[config.mk]
export PLATFORM = sky130hd
export DESIGN_NAME = bash_msg_loader
export DESIGN_NICKNAME = d
export VERILOG_FILES = /design/src/rtl/bash_msg_loader.sv
export SDC_FILE = /design/constraint.sdc
export NUM_CORES = 1
export LEC_CHECK = 0
export BUFFER_PORTS_ARGS = -buffer_cell sky130_fd_sc_hd__buf_2
export CAP_MARGIN = 15
export CORE_AREA = 4 4 212 214
export DETAILED_ROUTE_END_ITERATION = 10
export DIE_AREA = 0 0 216 218
export PLACE_DENSITY = 0.69
export SKIP_CTS_REPAIR_TIMING = 1
export SYNTH_ARGS = -nofsm -noshare
export SYNTH_HDL_FRONTEND = slang
export SYNTH_SLANG_ARGS = --single-unit
[constraint.sdc]
create_clock -name s_axi_aclk -period 3.94 [get_ports s_axi_aclk]
set_clock_uncertainty 0.05 [all_clocks]
set_input_delay 0.394 -clock s_axi_aclk [delete_from_list [all_inputs] [get_ports s_axi_aclk]]
set_output_delay 0.394 -clock s_axi_aclk [all_outputs]
set_load 0.01 [all_outputs]
[src/rtl/bash_msg_loader.sv]
// bash_msg_loader -- message feeder for the bash hash core.
//
// Takes a byte-oriented stream of 32-bit words, packs it into RATE_W-bit blocks,
// appends the bash padding (0x40 followed by zeros) and hands each complete block
// to the absorb stage. One message is in flight at a time.
//
// Optional feature: define BASH_LOADER_LEN_EN to add the 64-bit msg_bytes length
// counter and its output port. Without it the port and the counter are absent.
//
// Ports
//   s_axi_aclk    clock, rising edge
//   s_axi_areset  synchronous active-high reset
//   in_data       message word, byte k at [8k+7:8k], byte 0 first
//   in_bytes      valid bytes in the word (1..4, 0 only together with in_last)
//   in_last       final word of the message
//   in_valid      word valid
//   in_ready      loader accepts a word (registered, depends on state only)
//   blk_data      block, word i at [32i+31:32i]
//   blk_last      block is the final, padded block of the message
//   blk_valid     block valid
//   blk_ready     absorb stage takes the block
//   msg_bytes     total message length in bytes (BASH_LOADER_LEN_EN only)
module bash_msg_loader #(
    parameter int SEC_LEVEL = 256
) (
    input  logic                          s_axi_aclk,
    input  logic                          s_axi_areset,
    input  logic [31:0]                   in_data,
    input  logic [2:0]                    in_bytes,
    input  logic                          in_last,
    input  logic                          in_valid,
    output logic                          in_ready,
    output logic [1536-4*SEC_LEVEL-1:0]   blk_data,
    output logic                          blk_last,
    output logic                          blk_valid,
    input  logic                          blk_ready
`ifdef BASH_LOADER_LEN_EN
    ,output logic [63:0]                  msg_bytes
`endif
);
    localparam int RATE_W     = 1536 - 4*SEC_LEVEL;
    localparam int RATE_WORDS = RATE_W / 32;
    localparam int IDX_W      = $clog2(RATE_WORDS);
    localparam logic [IDX_W-1:0] LAST_IDX = IDX_W'(RATE_WORDS - 1);

    typedef enum logic [1:0] {FILL, PAD, OUT} state_t;

    state_t           state;
    logic [IDX_W-1:0] idx;
    logic             pad_pending;  // block just emitted was full; a pad-only block follows
    logic [31:0]      word;

    // Incoming word with the unused bytes masked off. On the last word the first
    // unused byte carries the pad marker; a full last word leaves padding to PAD.
    always_comb begin
        word = '0;
        for (int b = 0; b < 4; b++) begin
            if (3'(b) < in_bytes)
                word[8*b +: 8] = in_data[8*b +: 8];
            else if (in_last && 3'(b) == in_bytes)
                word[8*b +: 8] = 8'h40;
        end
    end

    always_ff @(posedge s_axi_aclk) begin
        if (s_axi_areset) begin
            state       <= FILL;
            idx         <= '0;
            pad_pending <= 1'b0;
            in_ready    <= 1'b0;
            blk_data    <= '0;
            blk_last    <= 1'b0;
            blk_valid   <= 1'b0;
        end else begin
            case (state)
                FILL: begin
                    in_ready <= 1'b1;
                    if (in_valid && in_ready) begin
                        // Buffer is zero outside written words, so no tail clearing needed.
                        blk_data[32*idx +: 32] <= word;
                        if (in_last && in_bytes != 3'd4) begin
                            state     <= OUT;
                            blk_valid <= 1'b1;
                            blk_last  <= 1'b1;
                            in_ready  <= 1'b0;
                        end else if (idx == LAST_IDX) begin
                            // Block full; if the message also ends here the pad
                            // goes into a separate block afterwards.
                            state       <= OUT;
                            blk_valid   <= 1'b1;
                            blk_last    <= 1'b0;
                            pad_pending <= in_last;
                            in_ready    <= 1'b0;
                        end else if (in_last) begin
                            idx      <= idx + 1'b1;
                            state    <= PAD;
                            in_ready <= 1'b0;
                        end else begin
                            idx <= idx + 1'b1;
                        end
                    end
                end
                PAD: begin
                    blk_data[32*idx +: 32] <= 32'h0000_0040;
                    state       <= OUT;
                    blk_valid   <= 1'b1;
                    blk_last    <= 1'b1;
                    pad_pending <= 1'b0;
                end
                OUT: begin
                    if (blk_ready) begin
                        blk_data  <= '0;
                        idx       <= '0;
                        blk_valid <= 1'b0;
                        blk_last  <= 1'b0;
                        if (pad_pending) begin
                            state <= PAD;
                        end else begin
                            state    <= FILL;
                            in_ready <= 1'b1;
                        end
                    end
                end
                default: state <= FILL;
            endcase
        end
    end

`ifdef BASH_LOADER_LEN_EN
    logic [63:0] len_cnt;

    always_ff @(posedge s_axi_aclk) begin
        if (s_axi_areset)
            len_cnt <= '0;
        else if (state == FILL && in_valid && in_ready)
            len_cnt <= len_cnt + 64'(in_bytes);
        else if (blk_valid && blk_ready && blk_last)
            len_cnt <= '0;
    end

    assign msg_bytes = len_cnt;
`endif

endmodule
==> flow_summary.json <==
{
  "place_ws_ns": 0.913,
  "die_width_um": 216,
  "ys_seq_area_share_pct": 58.8,
  "leakagePower_nw": 10.4,
  "htree_levels": 2,
  "worstSetupPathType": "flip-flop to flip-flop",
  "synth-seq-cells": 522,
  "drc": 0,
  "crit_family": "simple AND/OR/NAND/NOR gates",
  "cts_tree": "yes",
  "clk_latency_ns": 0.60,
  "synth.distinct_cells": 58,
  "cp_max_fo": 15,
  "rows": 76,
  "slew_viol_final": 0,
  "maxCapViolations": 0,
  "hold_class": "primary input to flip-flop",
  "grt.overflow.total": 0,
  "drt_wl_total_mm": 73.7,
  "gp_congestion": 0.985,
  "cts.path.max_buffers": 3,
  "post_drt_via_cell_ratio": 5.90,
  "io_buffer_count": 554,
  "fin_tns_setup_ns": 0,
  "vias": 16137,
  "async_flop_share_pct": 0,
  "max_slew_margin_pct": 22.1,
  "yosysTopAreaCellShare_pct": 58.8,
  "drive_gt1_share_pct": 34.5,
  "critPathLaunchType": "flip-flop",
  "path_buf_inv": 0,
  "vdd.ir_drop.worst_mv": 0.306,
  "drt_iter0_drc": 1461,
  "die_area_um2": 47100,
  "mostFrequentLayoutCells": "buf_2, dfxtp_1, a22o_1",
  "status": "completed",
  "cts_buffers": 53,
  "finalCritPeriodShare_pct": 80.2,
  "num_antenna_cells": 0,
  "drt_pre_antenna_iters": 6,
  "syn_area_per_cell_um2": 11.1,
  "yosysTopAreaCell": "dfxtp_1",
  "yosysWarnings": 0,
  "worst_path_max_delay_cell": "nor4_2",
  "synthesis.area_um2": 17800,
  "ios": 555,
  "cp.arrival_ns": 3.62,
  "syn_inst": 1603,
  "syn_nets": 1650,
  "mostFrequentLayoutCell": "buf_2",
  "fill_cells": 3821,
  "worstMarginPinSlew_ns": 1.17,
  "min_period_ns": 3.16,
  "grt_usage_pct": 29.4,
  "clock.fmax_mhz": 316,
  "p_per_area_nw_per_um2": 515,
  "grt_max_degree": 118,
  "synth_edf_count": 0,
  "setup_slack_ns": 0.778,
  "crit_path_max_incr_delay_ns": 0.61,
  "required_ns": 4.40,
  "ys_top_cells_by_area": "dfxtp_1, a22o_1, o2bb2ai_1",
  "finalHoldViolCount": 0,
  "grt_pass1_vias": 15452,
  "ys.flop_type": "dfxtp_1",
  "grt_pass1_wl_mm": 105,
  "nets": 2155,
  "start_util_pct": 41.4,
  "die_h_um": 218,
  "clk_pin_slew_worst_paths_ns": 0.06,
  "cp_cell_sequence": "nor3_1, ha_1, or2_2, nor4_2, nand2_1, o22ai_1",
  "area_delta_synth_final_pct": 28.5,
  "dp_hpwl_mm": 52.5,
  "rsz0062_at_grt": "no",
  "crit_path_end_kind": "flip-flop",
  "antenna_found_initial": 3,
  "cts_root_buf": "clkbuf_16",
  "routedWlPerCell_um": 26.9,
  "core_area_um2": 42900,
  "setup_viol": 0,
  "antenna_left": 0,
  "cts_sinks": 522
}
## layer usage
layer,global-route usage [%],vias up,routed length [um]
li1,-,7045,-
met1,38.2,7920,29900
met2,46.0,1000,32900
met3,8.67,170,7640
met4,12.4,2,3240
met5,0,-,18
## area by class of cell
| class | count | area, um2 | area share, % |
|---|---|---|---|
| clock buffers | 68 | 1490 | 6.50 |
| clock inverters | 29 | 260 | 1.14 |
| inverters | 28 | 105 | 0.460 |
| multi-input cells | 900 | 6640 | 29.1 |
| flip-flops and latches | 522 | 10500 | 45.7 |
| well taps | 585 | 732 | 3.20 |
| repair buffers | 603 | 3170 | 13.9 |
## worst paths after layout
kind	from	to	slack, ns	depth (start not counted)
hold / removal	in_data[7]	flip-flop	0.03	3
hold reg to reg	flip-flop	flip-flop	0.41	1
setup / recovery	idx[2]$_SDFFE_PP0P_	flip-flop	0.78	6
setup reg to reg	idx[2]$_SDFFE_PP0P_	flip-flop	0.78	6
## cells in the mapped netlist (22+ instances only)
| cell type | number |
|---|---|
| a21oi_1 | 25 |
| a22o_1 | 322 |
| a22oi_1 | 25 |
| a32oi_1 | 29 |
| buf_2 | 51 |
| clkbuf_1 | 93 |
| dfxtp_1 | 522 |
| inv_1 | 28 |
| nand2_1 | 64 |
| nand3_1 | 27 |
| nor2_1 | 128 |
| o21ai_0 | 22 |
| o2bb2ai_1 | 89 |
## through the flow
step / utilization (%) / total power, mW / cell area [um2] / hold slack [ns] / std cells
final: 53.3 / 11.8 / 22800 / 0.0291 / 2735
after global routing: 53.3 / 12.1 / 22800 / 0.0167 / 2735
after CTS: 53.3 / 11.8 / 22800 / -0.00664 / 2735
after detailed placement: 49.2 / 6.79 / 21100 / 0.391 / 2638
after global placement: 49.2 / 6.77 / 21100 / 0.390 / 2638
after floorplan: - / 6.27 / 17800 / 0.424 / 1603
## power breakdown
| part | internal, mW | switching, mW |
|---|---|---|
| registers | 5.34 | 0.0394 |
| clock network | 2.88 | 2.17 |
| logic | 0.329 | 1.00 |
## worst reg2reg max path, stage by stage, from the launching register on
cell	delay, ns
dfxtp_1	0.59
nor3_1	0.10
ha_1	0.38
or2_2	0.42
nor4_2	0.61
nand2_1	0.58
o22ai_1	0.34
## kinds of logic (layout without fill, tap and decap cells)
logic type	after synthesis	after routing	share of synthesized area, %
AO/OA/AOI/OAI	579	579	27.1
flip-flops	522	522	58.8
AND/OR/NAND/NOR	307	307	8.82
buffers and inverters	181	728	4.39
adder cells (fa/ha/maj)	7	7	0.493
XOR/XNOR	4	4	0.197
multiplexers	3	3	0.183
No activity file was read; power rests on OpenSTA's default activity.
